[src/rtl/vram_rect_fill_if.sv]
`default_nettype none
// ============================================================================
// Module   : vram_rect_fill_if
// Brief    : Fill-command handshake, vblank input, VRAM port-B write bus and
//            status flags of the rectangle-fill engine.
// Revision : 1.0  initial release
// ============================================================================
interface vram_rect_fill_if #(
  parameter int AW = 15,
  parameter int XW = 8,
  parameter int YW = 8,
  parameter int CW = 12
);
  logic          cmd_valid;
  logic          cmd_ready;
  logic [XW-1:0] cmd_x0;
  logic [YW-1:0] cmd_y0;
  logic [XW-1:0] cmd_x1;
  logic [YW-1:0] cmd_y1;
  logic [CW-1:0] cmd_color;
  logic          vblank;
  logic          we;
  logic [AW-1:0] waddr;
  logic [CW-1:0] wdata;
  logic          busy;
  logic          done;
  logic          err;

  // Driver side: issues commands and supplies the blanking indication.
  modport master (
    output cmd_valid, cmd_x0, cmd_y0, cmd_x1, cmd_y1, cmd_color, vblank,
    input  cmd_ready, we, waddr, wdata, busy, done, err
  );

  // Engine side.
  modport slave (
    input  cmd_valid, cmd_x0, cmd_y0, cmd_x1, cmd_y1, cmd_color, vblank,
    output cmd_ready, we, waddr, wdata, busy, done, err
  );
endinterface
`default_nettype wire

[src/rtl/vram_rect_fill.sv]
`default_nettype none
// ============================================================================
// Module   : vram_rect_fill
// Brief    : Rectangle-fill engine writing one pixel per clock into the
//            frame buffer through VRAM port B, optionally gated on vblank.
// Revision : 1.0  initial release
// ============================================================================
module vram_rect_fill #(
  parameter int H_RES       = 200,
  parameter int V_RES       = 150,
  parameter int AW          = 15,
  parameter int XW          = 8,
  parameter int YW          = 8,
  parameter int CW          = 12,
  parameter bit SYNC_VBLANK = 1'b1
) (
  input  wire logic        pclk,
  input  wire logic        rst,
  vram_rect_fill_if.slave  bus
);

  localparam logic [XW-1:0] C_X_LAST = XW'(H_RES - 1);
  localparam logic [YW-1:0] C_Y_LAST = YW'(V_RES - 1);
  localparam logic [AW-1:0] C_STRIDE = AW'(H_RES);

  typedef enum logic [1:0] {
    S_IDLE    = 2'd0,
    S_WAIT_VB = 2'd1,
    S_FILL    = 2'd2,
    S_DONE    = 2'd3
  } state_t;

  state_t        state_q;
  logic [XW-1:0] x0_q;
  logic [XW-1:0] x1_q;
  logic [YW-1:0] y1_q;
  logic [CW-1:0] color_q;
  logic [XW-1:0] x_q;
  logic [YW-1:0] y_q;
  logic [AW-1:0] row_base_q;
  logic          last_q;
  logic          we_q;
  logic [AW-1:0] waddr_q;
  logic [CW-1:0] wdata_q;
  logic          done_q;
  logic          err_q;

  logic          w_cmd_bad;

  assign w_cmd_bad = (bus.cmd_x0 > bus.cmd_x1) || (bus.cmd_y0 > bus.cmd_y1) ||
                     (bus.cmd_x1 > C_X_LAST)   || (bus.cmd_y1 > C_Y_LAST);

  always_ff @(posedge pclk) begin
    if (rst) begin
      state_q    <= S_IDLE;
      x0_q       <= '0;
      x1_q       <= '0;
      y1_q       <= '0;
      color_q    <= '0;
      x_q        <= '0;
      y_q        <= '0;
      row_base_q <= '0;
      last_q     <= 1'b0;
      we_q       <= 1'b0;
      waddr_q    <= '0;
      wdata_q    <= '0;
      done_q     <= 1'b0;
      err_q      <= 1'b0;
    end else begin
      we_q   <= 1'b0;
      done_q <= 1'b0;
      err_q  <= 1'b0;
      case (state_q)
        S_IDLE: begin
          if (bus.cmd_valid) begin
            if (w_cmd_bad) begin
              err_q <= 1'b1;
            end else begin
              // The only multiply: first row base; the fill loop just adds the stride.
              x0_q       <= bus.cmd_x0;
              x1_q       <= bus.cmd_x1;
              y1_q       <= bus.cmd_y1;
              color_q    <= bus.cmd_color;
              x_q        <= bus.cmd_x0;
              y_q        <= bus.cmd_y0;
              row_base_q <= AW'(bus.cmd_y0) * C_STRIDE;
              last_q     <= 1'b0;
              state_q    <= SYNC_VBLANK ? S_WAIT_VB : S_FILL;
            end
          end
        end
        S_WAIT_VB: begin
          if (bus.vblank) state_q <= S_FILL;
        end
        S_FILL: begin
          // last_q marks that (x1,y1) went out on the previous edge.
          if (last_q) begin
            last_q  <= 1'b0;
            done_q  <= 1'b1;
            state_q <= S_DONE;
          end else begin
            we_q    <= 1'b1;
            waddr_q <= row_base_q + AW'(x_q);
            wdata_q <= color_q;
            if (x_q == x1_q) begin
              x_q        <= x0_q;
              y_q        <= y_q + 1'b1;
              row_base_q <= row_base_q + C_STRIDE;
              if (y_q == y1_q) last_q <= 1'b1;
            end else begin
              x_q <= x_q + 1'b1;
            end
          end
        end
        S_DONE:  state_q <= S_IDLE;
        default: state_q <= S_IDLE;
      endcase
    end
  end

  assign bus.cmd_ready = (state_q == S_IDLE);
  assign bus.busy      = (state_q != S_IDLE);
  assign bus.we        = we_q;
  assign bus.waddr     = waddr_q;
  assign bus.wdata     = wdata_q;
  assign bus.done      = done_q;
  assign bus.err       = err_q;

endmodule
`default_nettype wire

[src/flat_wrapper.sv]
// flat-port wrapper written by rule: the top's interface ports become plain ports
module vram_rect_fill_flat 
#(
  parameter int H_RES       = 200,
  parameter int V_RES       = 150,
  parameter int AW          = 15,
  parameter int XW          = 8,
  parameter int YW          = 8,
  parameter int CW          = 12,
  parameter bit SYNC_VBLANK = 1'b1
)
  (pclk, rst, bus_cmd_valid, bus_cmd_x0, bus_cmd_y0, bus_cmd_x1, bus_cmd_y1, bus_cmd_color, bus_vblank, bus_cmd_ready, bus_we, bus_waddr, bus_wdata, bus_busy, bus_done, bus_err);
  vram_rect_fill_if #(.AW(AW), .XW(XW), .YW(YW), .CW(CW)) bus_i ();
  input  wire logic pclk;
  input  wire logic rst;
  input wire logic [$bits(bus_i.cmd_valid)-1:0] bus_cmd_valid;
  input wire logic [$bits(bus_i.cmd_x0)-1:0] bus_cmd_x0;
  input wire logic [$bits(bus_i.cmd_y0)-1:0] bus_cmd_y0;
  input wire logic [$bits(bus_i.cmd_x1)-1:0] bus_cmd_x1;
  input wire logic [$bits(bus_i.cmd_y1)-1:0] bus_cmd_y1;
  input wire logic [$bits(bus_i.cmd_color)-1:0] bus_cmd_color;
  input wire logic [$bits(bus_i.vblank)-1:0] bus_vblank;
  output wire logic [$bits(bus_i.cmd_ready)-1:0] bus_cmd_ready;
  output wire logic [$bits(bus_i.we)-1:0] bus_we;
  output wire logic [$bits(bus_i.waddr)-1:0] bus_waddr;
  output wire logic [$bits(bus_i.wdata)-1:0] bus_wdata;
  output wire logic [$bits(bus_i.busy)-1:0] bus_busy;
  output wire logic [$bits(bus_i.done)-1:0] bus_done;
  output wire logic [$bits(bus_i.err)-1:0] bus_err;
  assign bus_i.cmd_valid = bus_cmd_valid;
  assign bus_i.cmd_x0 = bus_cmd_x0;
  assign bus_i.cmd_y0 = bus_cmd_y0;
  assign bus_i.cmd_x1 = bus_cmd_x1;
  assign bus_i.cmd_y1 = bus_cmd_y1;
  assign bus_i.cmd_color = bus_cmd_color;
  assign bus_i.vblank = bus_vblank;
  assign bus_cmd_ready = bus_i.cmd_ready;
  assign bus_we = bus_i.we;
  assign bus_waddr = bus_i.waddr;
  assign bus_wdata = bus_i.wdata;
  assign bus_busy = bus_i.busy;
  assign bus_done = bus_i.done;
  assign bus_err = bus_i.err;
  vram_rect_fill #(.H_RES(H_RES), .V_RES(V_RES), .AW(AW), .XW(XW), .YW(YW), .CW(CW), .SYNC_VBLANK(SYNC_VBLANK)) u_core (.pclk(pclk), .rst(rst), .bus(bus_i));
endmodule
[config.mk]
export PLATFORM = sky130hd
export DESIGN_NAME = vram_rect_fill_flat
export DESIGN_NICKNAME = d
export VERILOG_FILES = /design/src/rtl/vram_rect_fill_if.sv /design/src/rtl/vram_rect_fill.sv /design/src/flat_wrapper.sv
export SDC_FILE = /design/constraint.sdc
export NUM_CORES = 1
export LEC_CHECK = 0
export CELL_PAD_IN_SITES_DETAIL_PLACEMENT = 1
export CELL_PAD_IN_SITES_GLOBAL_PLACEMENT = 2
export CORE_MARGIN = 1.5
export CORE_UTILIZATION = 35
export DETAILED_ROUTE_END_ITERATION = 8
export PLACE_DENSITY = 0.83
export SYNTH_ARGS = -nofsm -noshare
export SYNTH_HDL_FRONTEND = slang
export SYNTH_SLANG_ARGS = --single-unit
[constraint.sdc]
create_clock -name pclk -period 5 [get_ports pclk]
set_clock_uncertainty 0.2 [all_clocks]
set_input_delay 1 -clock pclk [delete_from_list [all_inputs] [get_ports pclk]]
set_output_delay 1 -clock pclk [all_outputs]
set_load 0.02 [all_outputs]
==> flow_summary_export.csv, run 1 <==
group,metric,value,unit
outcome,status,"finished, final reports clean",
run,drv_cap,0,
pwr,power.leakage,2.85,nW
sta,max_freq,240,MHz
route,drt_wl_total,16500,um
cells_and_area,antenna_cells,0,
clock_tree,cts_sinks,97,
clock_tree,cts_hold_buf,0,
yosys,ys_seq_elements,97,
sta,setup_tns,0,ns
place,dp_cells,957,
global_routing,grt_pass1_vias,5256,
worst_hold_path,hold_path.class,"flip-flop to flip-flop",
cells_and_area,drive_above_1_share,4.89,%
clock_tree,root_buffer,"clkbuf_16",
sta,setup_viol,0,
route,drt_iter0_drc,257,
setup_path,arrival,4.26,ns
yosys,synthArstFlopShare,0,%
route,routed-via-count,5117,
clock_tree,cts_tree,"done",
yosys,synth.avg_cell_area,8.15,um^2
sta,maxSlewHeadroom,52.8,%
floorplan,io_pins,80,
setup_path,startpoint_type,"primary input",
floorplan,initial_core_util,35.5,%
yosys,synthDominantCellAreaShare,34.7,%
route,drc,0,
floorplan,dieArea,0.0168,mm^2
yosys,ys_warn_count,0,
cells_and_area,fin_util,43.6,%
yosys,netlist_area,0.00560,mm^2
worst_hold_path,holdCritStartpoint,"u_core.bus.wdata[7]",
yosys,synth_cell_types,52,
clock_tree,htreeDepth,3,
yosys,synth_area_leaders,"dfxtp_1, ha_1, a21oi_1, nor2_1, nand2_1",
route,wl_per_cell,16.9,um
cells_and_area,fin_nets,856,
yosys,synth_edf_count,0,
yosys,netlist_instances,687,
place,io_buffers,79,
setup_path,path_class,"primary input to flip-flop",
clock_tree,clkSlewWorstSetupHoldPaths,0.07,ns
setup_path,critPathLaunch,"bus_cmd_y0[1]",
route,viasPerCell,5.26,
clock_tree,cts_resized,0,
floorplan,die-width,129,um
clock_tree,cts_inserted_buffers,9,
sta,fin_crit_sh,83.5,%
setup_path,end_kind,"flip-flop",
yosys,ys_seq_area_share,34.7,%
place,place_hpwl,12200,um
place,place.gp.congestion,0.818,
cells_and_area,syn_to_final_growth,22.8,%
setup_path,required,5.08,ns
route,first_pass_iters,6,
global_routing,grt_pass1_wl,26800,um
route,drtAntennaViolNets,0,
floorplan,die_h,129,um
clock_tree,clock_path_buffers,2,
pwr,power_density,363,mW/mm^2
clock_tree,clkLatencyLatePin,0.36,ns
yosys,synth_largest_area_cell,"dfxtp_1",
sta,slew_viol_final,0,
sta,min_period,4.17,ns
yosys,synth_nets,791,
sta,finalHoldViolations,0,
global_routing,grt_max_degree,43,
yosys,synthFlopType,"dfxtp_1",
cells_and_area,stdcell_count,973,
floorplan,num_rows,46,
clock_tree,cts_setup_buffers,0,
floorplan,core_area,0.0158,mm^2
pwr,ir_drop,0.230,mV
global_routing,antenna_found_initial,0,
global_routing,gr-total-overflow,0,
sta,tightest_slew,0.707,ns
setup_path,crit_fanout,5,
sta,grt_setup_unrepaired,"no",
global_routing,grt.total_usage,20.5,%
setup_path,rr_startpoint,"u_core.x_q[0]",
-- worst paths after layout --
path                                         endpoint  slack [ns]  cells after the start
worst max register to register   u_core.row_base_q[7]        1.91                      8
worst min register to register    u_core.bus.wdata[7]        0.25                      2
worst min-delay path              u_core.bus.wdata[7]        0.25                      2
worst max-delay path            u_core.row_base_q[14]        0.83                     13
-- metrics by stage --
step / instance area [um^2] / setup WS (ns) / power [mW] / hold slack, ns
floorplan: 5600 / 1.27 / 1.53 / 0.232
global placement: 6580 / 0.558 / 1.77 / 0.236
detailed placement: 6580 / 0.412 / 1.81 / 0.247
CTS: 6880 / 0.777 / 2.52 / 0.257
global route: 6880 / 0.591 / 2.66 / 0.273
finish: 6880 / 0.826 / 2.50 / 0.254
-- layout by cell type, fill, tap and decap left out, types with 17 or more instances in the layout --
| master | count |
|---|---|
| xnor2_1 | 23 |
| clkdlybuf4s50_1 | 78 |
| dfxtp_1 | 97 |
| ha_1 | 53 |
| inv_1 | 37 |
| nand2_1 | 73 |
| mux2i_1 | 25 |
| a21oi_1 | 86 |
| xor2_1 | 17 |
| nor2_1 | 87 |
-- synth_stat cells (5+ instances only) --
| cell type | n |
|---|---|
| nand4_1 | 9 |
| nor3_1 | 13 |
| a211oi_1 | 14 |
| a22oi_1 | 5 |
| nand3_1 | 12 |
| o21ai_0 | 16 |
| inv_1 | 37 |
| xor2_1 | 17 |
| clkbuf_1 | 26 |
| o32ai_1 | 9 |
| nor2_1 | 88 |
| a21oi_1 | 86 |
| and3_1 | 7 |
| ha_1 | 53 |
| dfxtp_1 | 97 |
| o211ai_1 | 6 |
| nand2_1 | 73 |
| nor2b_1 | 6 |
| mux2i_1 | 25 |
| xnor2_1 | 23 |
| a21o_1 | 6 |
-- registers in the layout, indices dropped and copies added, names as in the netlist --
signal / flops
u_core.bus.waddr: 15
u_core.bus.wdata: 12
u_core.color_q: 12
u_core.row_base_q: 12
u_core.x0_q: 8
u_core.x1_q: 8
u_core.x_q: 8
u_core.y1_q: 8
u_core.y_q: 8
u_core.state_q: 2
u_core.bus.done: 1
u_core.bus.err: 1
u_core.bus.we: 1
u_core.last_q: 1
-- area by class of cell --
| type | count | area (um^2) |
|---|---|---|
| fill | 1933 | 8890 |
| multi-input combinational | 517 | 3360 |
| sequential | 97 | 1940 |
| timing repair buffer | 90 | 868 |
| tap | 216 | 270 |
| clock buffer | 11 | 253 |
| inverter | 37 | 139 |
| clock inverter | 5 | 46.3 |
-- report_power, final --
part	total, mW	switching (mW)	internal, mW
Combinational	0.845	0.500	0.346
Sequential	0.944	0.0928	0.851
Clock	0.708	0.334	0.374
Total	2.50	0.926	1.57
-- metal layers --
layer / GRT usage (%) / wire (um) / vias to the layer above
li1: - / - / 2518
met1: 26.1 / 7670 / 2509
met2: 35.9 / 8060 / 80
met3: 4.62 / 622 / 10
met4: 3.59 / 131 / 0
met5: 0 / 0 / -
-- cells by family after synthesis --
| kind of cell | after synthesis | share of synthesized area, % |
|---|---|---|
| AOI/OAI and AO/OA | 166 | 18.0 |
| xor gates and xnor gates | 40 | 6.26 |
| adders and majority gates | 56 | 12.9 |
| buffers and inverters | 73 | 5.36 |
| DFF | 97 | 34.7 |
| muxes | 26 | 4.67 |
| and+or+nand+nor | 229 | 18.1 |
-- worst max-delay path, cell delays in order --
cell	delay, ns
clkdlybuf4s50_1	0.65
ha_1	0.30
ha_1	0.31
ha_1	0.30
ha_1	0.31
a21o_1	0.18
a21oi_1	0.24
o21bai_1	0.10
a21oi_1	0.24
o21bai_1	0.12
o41ai_1	0.26
nor2_1	0.07
o31ai_1	0.18
No activity file was read; power rests on OpenSTA's default activity.
==> inputs of run 2 (changes only) <==
--- a/config.mk
+++ b/config.mk
@@ -8,9 +8,9 @@
 export CELL_PAD_IN_SITES_DETAIL_PLACEMENT = 1
 export CELL_PAD_IN_SITES_GLOBAL_PLACEMENT = 2
 export CORE_MARGIN = 1.5
-export CORE_UTILIZATION = 35
+export CORE_UTILIZATION = 29
 export DETAILED_ROUTE_END_ITERATION = 8
-export PLACE_DENSITY = 0.83
+export PLACE_DENSITY = 0.74
 export SYNTH_ARGS = -nofsm -noshare
 export SYNTH_HDL_FRONTEND = slang
 export SYNTH_SLANG_ARGS = --single-unit
==> constraint.sdc (replaced) <==
create_clock -name pclk -period 3.6 [get_ports pclk]
set_clock_uncertainty 0.2 [all_clocks]
set_input_delay 0.72 -clock pclk [delete_from_list [all_inputs] [get_ports pclk]]
set_output_delay 0.72 -clock pclk [all_outputs]
set_load 0.02 [all_outputs]
==> flow_summary_export.csv, run 2 (synthesis results as in run 1) <==
group,metric,value,unit
clock_tree,clock_path_buffers,2,
pwr,power.switching,1.37,mW
pwr,comb_power_share,37.0,%
worst_hold_path,whs_path_depth,2,
sta,tightest_slew,0.721,ns
setup_path,path_cells,"dlygate4sd2_1, buf_4, ha_4, ha_1, inv_1, fa_1, inv_2, ha_4, inv_1, o21bai_1, a21oi_2, buf_4, buf_4, xnor2_1, nor2_1, a21oi_1, o32ai_1",
place,io_buffers,79,
cells_and_area,syn_to_final_growth,31.6,%
setup_path,path_class,"primary input to flip-flop",
sta,setup_viol,0,
cells_and_area,stdcell_count,1057,
sta,max_freq,279,MHz
run,drv_cap,0,
place,placed_area,0.00691,mm^2
global_routing,gr-total-overflow,0,
floorplan,die_h,142,um
route,wl_per_cell,17.0,um
cells_and_area,fill_cells,2267,
clock_tree,clkLatencyLatePin,0.36,ns
cells_and_area,layout_common_cells,"dfxtp_1, nor2_1, a21oi_1",
clock_tree,cts_inserted_buffers,9,
route,m1WireLength,8210,um
setup_path,reg2reg_to,"u_core.row_base_q[14]",
cells_and_area,design_area,0.00737,mm^2
place,pre_cts_ws,-0.521,ns
cells_and_area,largest_reg_flops,15,
cells_and_area,mostFrequentLayoutCell,"dfxtp_1",
floorplan,dieArea,0.0201,mm^2
route,routed-via-count,5248,
route,drc,0,
clock_tree,root_buffer,"clkbuf_16",
clock_tree,cts_tree,"done",
clock_tree,cts_hold_buf,0,
setup_path,crit_fanout,2,
sta,setup_tns,0,ns
sta,slew_viol_final,0,
pwr,power_density,506,mW/mm^2
route,viasPerCell,4.96,
place,place_hpwl,13100,um
floorplan,num_rows,50,
sta,fin_crit_sh,99.6,%
worst_hold_path,holdCritStartpoint,"u_core.color_q[11]",
setup_path,required,3.67,ns
floorplan,die-width,142,um
route,maxUsedRoutingLayer,"met4",
global_routing,grt_pass1_wl,28900,um
route,first_pass_iters,4,
floorplan,io_pins,80,
setup_path,arrival,3.66,ns
pwr,cellInternalPower,2.36,mW
worst_hold_path,min_to,"u_core.bus.wdata[11]",
pwr,clockPowerShare,27.9,%
setup_path,critPathBufInv,7,
cells_and_area,fin_nets,896,
setup_path,rr_startpoint,"u_core.x_q[1]",
pwr,power.leakage,3.07,nW
clock_tree,htreeDepth,3,
route,drt_wl_total,17900,um
place,dp_cells,1036,
floorplan,initial_core_util,29.7,%
floorplan,core_area,0.0188,mm^2
pwr,swShare,36.7,%
setup_path,cpMaxStageDelayCell,"fa_1",
route,met2_length,8820,um
setup_path,cpLargestDelayFamily,"adder cells",
clock_tree,clkSlewWorstSetupHoldPaths,0.08,ns
route,drt_iter0_drc,172,
cells_and_area,antenna_cells,0,
setup_path,critPathMaxStageDelay,0.49,ns
global_routing,grt_pass1_vias,5579,
setup_path,startpoint_type,"primary input",
worst_hold_path,hold_path.class,"flip-flop to flip-flop",
pwr,ir_drop,0.310,mV
outcome,status,"finished, final reports clean",
global_routing,grt.total_usage,18.2,%
setup_path,reg2reg_setup_slack,0.62,ns
cells_and_area,drive_above_1_share,11.5,%
global_routing,grt_max_degree,52,
global_routing,antenna_found_initial,0,
sta,finalHoldViolations,0,
setup_path,cp_common_cell,"buf_4",
sta,min_period,3.59,ns
pwr,seq_power_share,35.1,%
setup_path,reg2regPathDepth,8,
route,routed-wl-met3,668,um
place,place.gp.congestion,0.792,
sta,maxSlewHeadroom,51.8,%
clock_tree,cts_sinks,97,
setup_path,end_kind,"flip-flop",
sta,fin_ws,0.0129,ns
route,drtAntennaViolNets,0,
-- run 2: worst max-delay path by stage --
stage / from / to / slack [ns] / cells after the start
final: bus_cmd_y0[3] / u_core.row_base_q[12] / 0.01 / 17
after global routing: bus_cmd_y0[3] / u_core.row_base_q[12] / -0.11 / 17
after CTS: bus_cmd_y0[2] / u_core.row_base_q[14] / 0.01 / 14
after detailed placement: bus_cmd_y0[2] / u_core.row_base_q[14] / -0.52 / 14
after global placement: bus_cmd_y0[2] / u_core.row_base_q[13] / -0.47 / 13
after floorplan: bus_cmd_y0[2] / u_core.row_base_q[13] / 0.15 / 12
-- run 2: layout make-up --
class / count / area [um^2] / area share, %
Inverter: 37 / 139 / 1.88
Sequential cell: 97 / 1940 / 26.4
Timing Repair Buffer: 130 / 1180 / 16.0
Tap cell: 260 / 325 / 4.42
Clock buffer: 9 / 225 / 3.06
Clock inverter: 7 / 92.6 / 1.26
Multi-Input combinational cell: 517 / 3470 / 47.1
-- run 2: repair_timing --
item | in CTS | in global routing
setup buffers | 4 | 1
setup endpoints to repair | 4 | 4
pin swaps | 10 | 15
gates resized for setup | 8 | 12
-- run 2: layer usage --
metal / track usage [%] / vias to the layer above
met5: 0 / -
met4: 4.29 / 0
met3: 4.24 / 16
met2: 31.7 / 88
met1: 22.6 / 2545
li1: - / 2599
-- run 2: worst min-delay path, delay by kind of cell (launching register included) --
kind,cells,cell delay (ns)
flip-flops,1,0.31
AND/OR/NAND/NOR,1,0.05
AO/OA/AOI/OAI,1,0.05
-- run 2: per-stage QoR --
step                      hold slack [ns]  power [mW]  util, %
final                               0.254        3.73     39.1
after global routing                0.274        3.98     39.1
after CTS                           0.257        3.72     38.6
after detailed placement            0.248        2.63     36.7
after global placement              0.234        2.59     36.7
after floorplan                     0.232        2.12        -
-- run 2: power groups by stage --
stage                     Clock [mW]  Combinational [mW]  Sequential, mW
after floorplan                    0               0.812            1.31
after global placement             0                1.26            1.33
after detailed placement           0                1.30            1.34
after CTS                       1.07                1.34            1.31
after global routing            1.11                1.53            1.33
final                           1.04                1.38            1.31
